==> src/rtl/seg_pkg.sv <==
// Shared definitions for the seven-segment display paths: segment encodings
// and anode helper functions.
package seg_pkg;

    localparam int unsigned SEG_W      = 7;
    localparam int unsigned MAX_DIGITS = 8;
    localparam int unsigned SEL_W      = 3;

    localparam logic [SEG_W-1:0] SEG_OFF = 7'h7F;

    // Active-low {g,f,e,d,c,b,a} patterns for hex values 0..F
    localparam logic [SEG_W-1:0] HEX_SEG [16] = '{
        7'h40, 7'h79, 7'h24, 7'h30,
        7'h19, 7'h12, 7'h02, 7'h78,
        7'h00, 7'h10, 7'h08, 7'h03,
        7'h46, 7'h21, 7'h06, 7'h0E
    };

    function automatic logic [MAX_DIGITS-1:0] an_off();
        return '1;
    endfunction

    // Active-low one-hot anode select for digit sel
    function automatic logic [MAX_DIGITS-1:0] an_sel(input logic [SEL_W-1:0] sel);
        return ~(MAX_DIGITS'(1) << sel);
    endfunction

endpackage

==> src/rtl/seg_hex_decode.sv <==
// Combinational hex-to-seven-segment decoder, active-low outputs.
module seg_hex_decode
    import seg_pkg::*;
(
    input  logic [3:0]       value,
    output logic [SEG_W-1:0] seg_c
);

    assign seg_c = HEX_SEG[value];

endmodule

==> src/rtl/seg_display_scan.sv <==
// Multiplexed seven-segment scanner with frame snapshot, leading-zero
// suppression, decimal points, anti-ghost dead time and PWM brightness.
module seg_display_scan
    import seg_pkg::*;
#(
    parameter int unsigned NUM_DIGITS  = 4,
    parameter int unsigned DIV_W       = 16,
    parameter int unsigned DEAD_CYCLES = 64,
    parameter int unsigned BRIGHT_W    = 3
) (
    input  logic                    clk,
    input  logic                    rst,
    input  logic [4*NUM_DIGITS-1:0] digits,
    input  logic [NUM_DIGITS-1:0]   dp_in,
    input  logic [NUM_DIGITS-1:0]   blank_mask,
    input  logic                    lz_en,
    input  logic                    disp_en,
    input  logic [BRIGHT_W-1:0]     brightness,
    output logic [SEG_W-1:0]        seg,
    output logic                    dp,
    output logic [NUM_DIGITS-1:0]   an,
    output logic                    frame_start
);

    localparam int unsigned IDX_W = (NUM_DIGITS > 1) ? $clog2(NUM_DIGITS) : 1;

    localparam logic [DIV_W-1:0]      CNT_MAX    = '1;
    localparam logic [DIV_W-1:0]      DEAD_END   = DIV_W'(DEAD_CYCLES);
    localparam logic [IDX_W-1:0]      IDX_LAST   = IDX_W'(NUM_DIGITS - 1);
    localparam logic [NUM_DIGITS-1:0] AN_ALL_OFF = NUM_DIGITS'(an_off());

    logic [DIV_W-1:0]        cnt;
    logic [IDX_W-1:0]        idx;
    logic                    tick_c;
    logic                    frame_wrap_c;

    logic [4*NUM_DIGITS-1:0] snap_digits;
    logic [NUM_DIGITS-1:0]   snap_dp;
    logic [NUM_DIGITS-1:0]   snap_blank;
    logic                    snap_lz;

    logic [NUM_DIGITS-1:0]   supp_c;
    logic                    zero_run_c;

    logic [3:0]              cur_digit_c;
    logic                    cur_dp_c;
    logic                    cur_blank_c;
    logic                    cur_supp_c;
    logic [SEG_W-1:0]        dec_seg_c;

    logic                    pwm_on_c;
    logic                    window_c;
    logic [SEG_W-1:0]        seg_d;
    logic                    dp_d;
    logic [NUM_DIGITS-1:0]   an_d;

    assign tick_c       = (cnt == CNT_MAX);
    assign frame_wrap_c = tick_c && (idx == IDX_LAST);

    // Slot prescaler and digit index
    always_ff @(posedge clk or posedge rst) begin
        if (rst) begin
            cnt <= '0;
            idx <= '0;
        end else begin
            cnt <= cnt + DIV_W'(1);
            if (tick_c) begin
                idx <= frame_wrap_c ? '0 : idx + IDX_W'(1);
            end
        end
    end

    // Frame-coherent snapshot, refreshed only as the scan returns to digit 0
    always_ff @(posedge clk or posedge rst) begin
        if (rst) begin
            snap_digits <= '0;
            snap_dp     <= '0;
            snap_blank  <= '0;
            snap_lz     <= 1'b0;
        end else if (frame_wrap_c) begin
            snap_digits <= digits;
            snap_dp     <= dp_in;
            snap_blank  <= blank_mask;
            snap_lz     <= lz_en;
        end
    end

    // A digit is suppressed when it and every digit to its left are zero
    always_comb begin
        supp_c     = '0;
        zero_run_c = 1'b1;
        for (int i = int'(NUM_DIGITS) - 1; i >= 0; i--) begin
            zero_run_c = zero_run_c && (snap_digits[4*i +: 4] == 4'h0);
            if (i > 0) begin
                supp_c[i] = snap_lz && zero_run_c;
            end
        end
    end

    always_comb begin
        cur_digit_c = '0;
        cur_dp_c    = 1'b0;
        cur_blank_c = 1'b0;
        cur_supp_c  = 1'b0;
        for (int i = 0; i < int'(NUM_DIGITS); i++) begin
            if (idx == IDX_W'(i)) begin
                cur_digit_c = snap_digits[4*i +: 4];
                cur_dp_c    = snap_dp[i];
                cur_blank_c = snap_blank[i];
                cur_supp_c  = supp_c[i];
            end
        end
    end

    seg_hex_decode u_dec (
        .value (cur_digit_c),
        .seg_c (dec_seg_c)
    );

    assign pwm_on_c = (cnt[DIV_W-1 -: BRIGHT_W] <= brightness);
    assign window_c = (cnt >= DEAD_END) && pwm_on_c && disp_en && !cur_blank_c;

    // Suppressed digits light only to show their decimal point
    always_comb begin
        seg_d = SEG_OFF;
        dp_d  = 1'b1;
        an_d  = AN_ALL_OFF;
        if (window_c && (!cur_supp_c || cur_dp_c)) begin
            an_d = NUM_DIGITS'(an_sel(SEL_W'(idx)));
            dp_d = ~cur_dp_c;
            if (!cur_supp_c) begin
                seg_d = dec_seg_c;
            end
        end
    end

    always_ff @(posedge clk or posedge rst) begin
        if (rst) begin
            seg         <= SEG_OFF;
            dp          <= 1'b1;
            an          <= AN_ALL_OFF;
            frame_start <= 1'b0;
        end else begin
            seg         <= seg_d;
            dp          <= dp_d;
            an          <= an_d;
            frame_start <= frame_wrap_c;
        end
    end

endmodule

==> config.mk <==
export PLATFORM = sky130hd
export DESIGN_NAME = seg_display_scan
export DESIGN_NICKNAME = d
export VERILOG_FILES = /design/src/rtl/seg_pkg.sv /design/src/rtl/seg_hex_decode.sv /design/src/rtl/seg_display_scan.sv
export SDC_FILE = /design/constraint.sdc
export NUM_CORES = 1
export LEC_CHECK = 0
export CORE_MARGIN = 1
export CORE_UTILIZATION = 50
export DETAILED_ROUTE_END_ITERATION = 10
export PLACE_DENSITY = 0.77
export RECOVER_POWER = 100
export SLEW_MARGIN = 25
export SYNTH_ARGS = -nofsm -noshare
export SYNTH_HDL_FRONTEND = slang
export SYNTH_SLANG_ARGS = --single-unit
==> constraint.sdc <==
create_clock -name clk -period 3.24 [get_ports clk]
set_input_delay 0.648 -clock clk [delete_from_list [all_inputs] [get_ports clk]]
set_output_delay 0.648 -clock clk [all_outputs]
set_load 0.005 [all_outputs]
==> results.md <==
- Status: complete, no violations
- Post-synth EDFFs: 0
- Detailed Route WL: 5370 um
- Main combinational cell family by area after synthesis: multiplexers
- Routed vias/inst: 5.40
- Hold Vio Cnt, Final: 0
- Critical path origin: brightness[1]
- Crit Path Class: in2reg
- XOR/XNOR Fraction of Synth Area: 0.0428
- Tightest Hold Check Type: reg2reg
- Pin count of the biggest net entering global routing: 33
- #FFs+latches synth: 56
- Post-CTS Setup Bufs: 0
- Die X: 77.7 um
- Synth Area per Inst: 12.1 um2
- Critical path endpoint: seg[4]$_DFF_PP1_
- Die Y: 77.7 um
- Synth Area in Simple Gates: 0.117
- Dominant cells by area after synthesis: dfrtp_1 (38%), dfstp_2 (11%), mux2_4 (10%)
- Slew Limit Fails: 0
- Clock buffer depth: 2
- Crit path DAT: 2.91 ns
- Pwr/cell area: 360 mW/mm2
- Pre-CTS WS: 0.405 ns
- Most common cell after layout, fill and taps aside: dfrtp_1
- Setup TNS: 0 ns
- Total power: 1.22 mW
- Max-cap violations: 0
- Antenna cells: 0
- Maximum clock rate: 0.372 GHz
- Worst R2R Path Depth: 10
- Sw Share: 0.221
- Adder-Cell Fraction of Synth Area: 0.0655
- Initial antenna violation count: 0
- Core ar.: 0.00551 mm2
- DR iter-0 viols: 50
- Initial Util: 0.521
- Final setup viols: 0
- First-pass GRT wire length: 9260 um
- Clk pwr share: 0.318
- Critical Path Source Type: input pin
- Clock Pin Slew Worst Setup and Hold Paths: 0.10 ns
- Tot GR Track Use: 0.198
- Crit. path cell count: 7
- Logic pwr share: 0.085
- Ys flop type: dfrtp_1
- Distinct cells, synth: 44
- Vias in the first global route: 1,948
- Sequential share of the synthesized area: 0.494
- RSZ-0062 raised after global routing: no
- Final nets: 329
- Clk sinks: 56
- Dpl cell area: 0.00339 mm2
- Buffers and inverters on the worst path: 2
- Drt pass-1 iters: 4
- RR Endpoint: seg[6]$_DFF_PP1_
- Synth Warn #: 0
- Min Tclk post-route: 2.69 ns
- I/O pin total: 44
- Worst r2r src: idx[0]$_DFFE_PP0N_
- CP required: 3.47 ns
- Setup slack after layout: 0.555 ns
- Synth-to-Final Area Change: 18.0%
- Dpl hpwl: 3960 um
- Commonest cells after routing, fill and taps aside: dfrtp_1 (44), clkdlybuf4s50_1 (28), mux2_1 (19)
- Placer Congestion: 0.865
- Area share of the leading cell type in the synthesized netlist: 0.384
- DR WL/cell: 15.1 um
- CP top delay family: compound AO/OA/AOI/OAI gates
- Fraction of layout cells with a size suffix above 1: 0.127
- Slowest cell delay on critical path: 0.53 ns
- Post-layout instance area: 0.00338 mm2
- Antenna Nets Post-Route: 0
- PostCTS Resize Cnt: 0
- Final worst-path cycle share: 0.829
- Clock latency on the worst-skew pair: 0.31 ns
- Worst relative slew slack: 0.418
- Via count: 1,924
- Yosys top cell by area: dfrtp_1
- Worst path cell trace: dlygate4sd3_1, inv_1, ha_1, a211o_1, a211oi_1, o221a_1, o221ai_1
- Synthesized area: 0.00287 mm2
- Synth Area in Compound Gates: 0.0917
- Worst-margin pin slew: 0.873 ns
- Clk root buf: clkbuf_8
- Crit. End Element: flip-flop
- Post-CTS Hold Buffers: 0
- TritonCTS clock tree: done
- Cells after synthesis: 236
- DRC: 0
- Rows: 27
- Syn Nets: 282
- Peak supply drop: 0.000203 V
- Hold path cells: 1
- P_int: 0.949 mW
- Leakage: 1.43 nW
- PortBufs: 43
- Seq pwr share: 0.597
- Crit path max fanout: 7
- Flop2flop setup slack: 0.59 ns
- Die ar.: 0.00604 mm2
- CP max stage cell: a211oi_1
- Mux contribution to synthesized area: 0.148
- Share of flip-flops with an asynchronous set or reset: 1.00
- P_sw: 0.269 mW
- Number of buffers created by CTS: 5
- H-tree depth: 2
- Grt ovf: 0
- Worst clock skew: 0.00935 ns
-- kinds of logic after synthesis --
logic type / after synthesis
AND/OR/NAND/NOR: 58
flip-flops: 56
AO/OA/AOI/OAI: 36
multiplexers: 31
buffers and inverters: 26
adder cells (fa/ha/maj): 15
XOR/XNOR: 14
-- metrics by stage --
stage / instances / hold WS (ns) / utilization
after global placement: 348 / 0.455 / 0.616
after global routing: 356 / 0.506 / 0.614
final: 356 / 0.473 / 0.614
after floorplan: 236 / 0.434 / -
after detailed placement: 348 / 0.462 / 0.616
after CTS: 356 / 0.475 / 0.632
-- Yosys cell counts (all sizes together), types with 5 or more instances --
cell    number
mux2        30
nand3        7
nand3b       5
nand2       18
xnor2       11
ha          15
a211oi       5
a21oi        7
o211ai       5
dfrtp       44
buf          7
inv         17
dfstp       12
-- routing by layer --
layer	vias up	routed length, um	track usage
li1	935	-	-
met2	26	2720	0.334
met1	956	2470	0.261
met5	-	0	0
met4	0	60	0.0566
met3	7	125	0.0353
-- power by group through the flow --
stage	registers [mW]	logic, mW	clock network [mW]
floorplan	0.736	0.0629	0
global placement	0.740	0.116	0
detailed placement	0.740	0.118	0
CTS	0.727	0.119	0.400
global route	0.729	0.117	0.432
finish	0.727	0.104	0.387
-- worst min path at each step --
stage | start | end | slack (ns)
detailed placement | cnt[5]$_DFF_PP0_ | cnt[5]$_DFF_PP0_ | 0.46
floorplan | cnt[5]$_DFF_PP0_ | cnt[5]$_DFF_PP0_ | 0.43
global route | cnt[5]$_DFF_PP0_ | cnt[5]$_DFF_PP0_ | 0.51
finish | cnt[5]$_DFF_PP0_ | cnt[5]$_DFF_PP0_ | 0.47
CTS | cnt[5]$_DFF_PP0_ | cnt[5]$_DFF_PP0_ | 0.47
global placement | cnt[5]$_DFF_PP0_ | cnt[5]$_DFF_PP0_ | 0.45
-- state kept, by name (all words and copies together), names as in the netlist --
name         cells
an               4
cnt             16
dp               1
snap_digits     16
frame_start      1
idx              2
snap_lz          1
seg              7
snap_blank       4
snap_dp          4
-- layout make-up --
| cell class | instances | area [um2] |
|---|---|---|
| well taps | 72 | 90.1 |
| flip-flops and latches | 56 | 1420 |
| inverters | 17 | 63.8 |
| repair buffers | 49 | 467 |
| fillers | 465 | 2120 |
| multi-input cells | 154 | 1250 |
| clock buffers | 8 | 90.1 |
(Power assumes the default switching activity.)
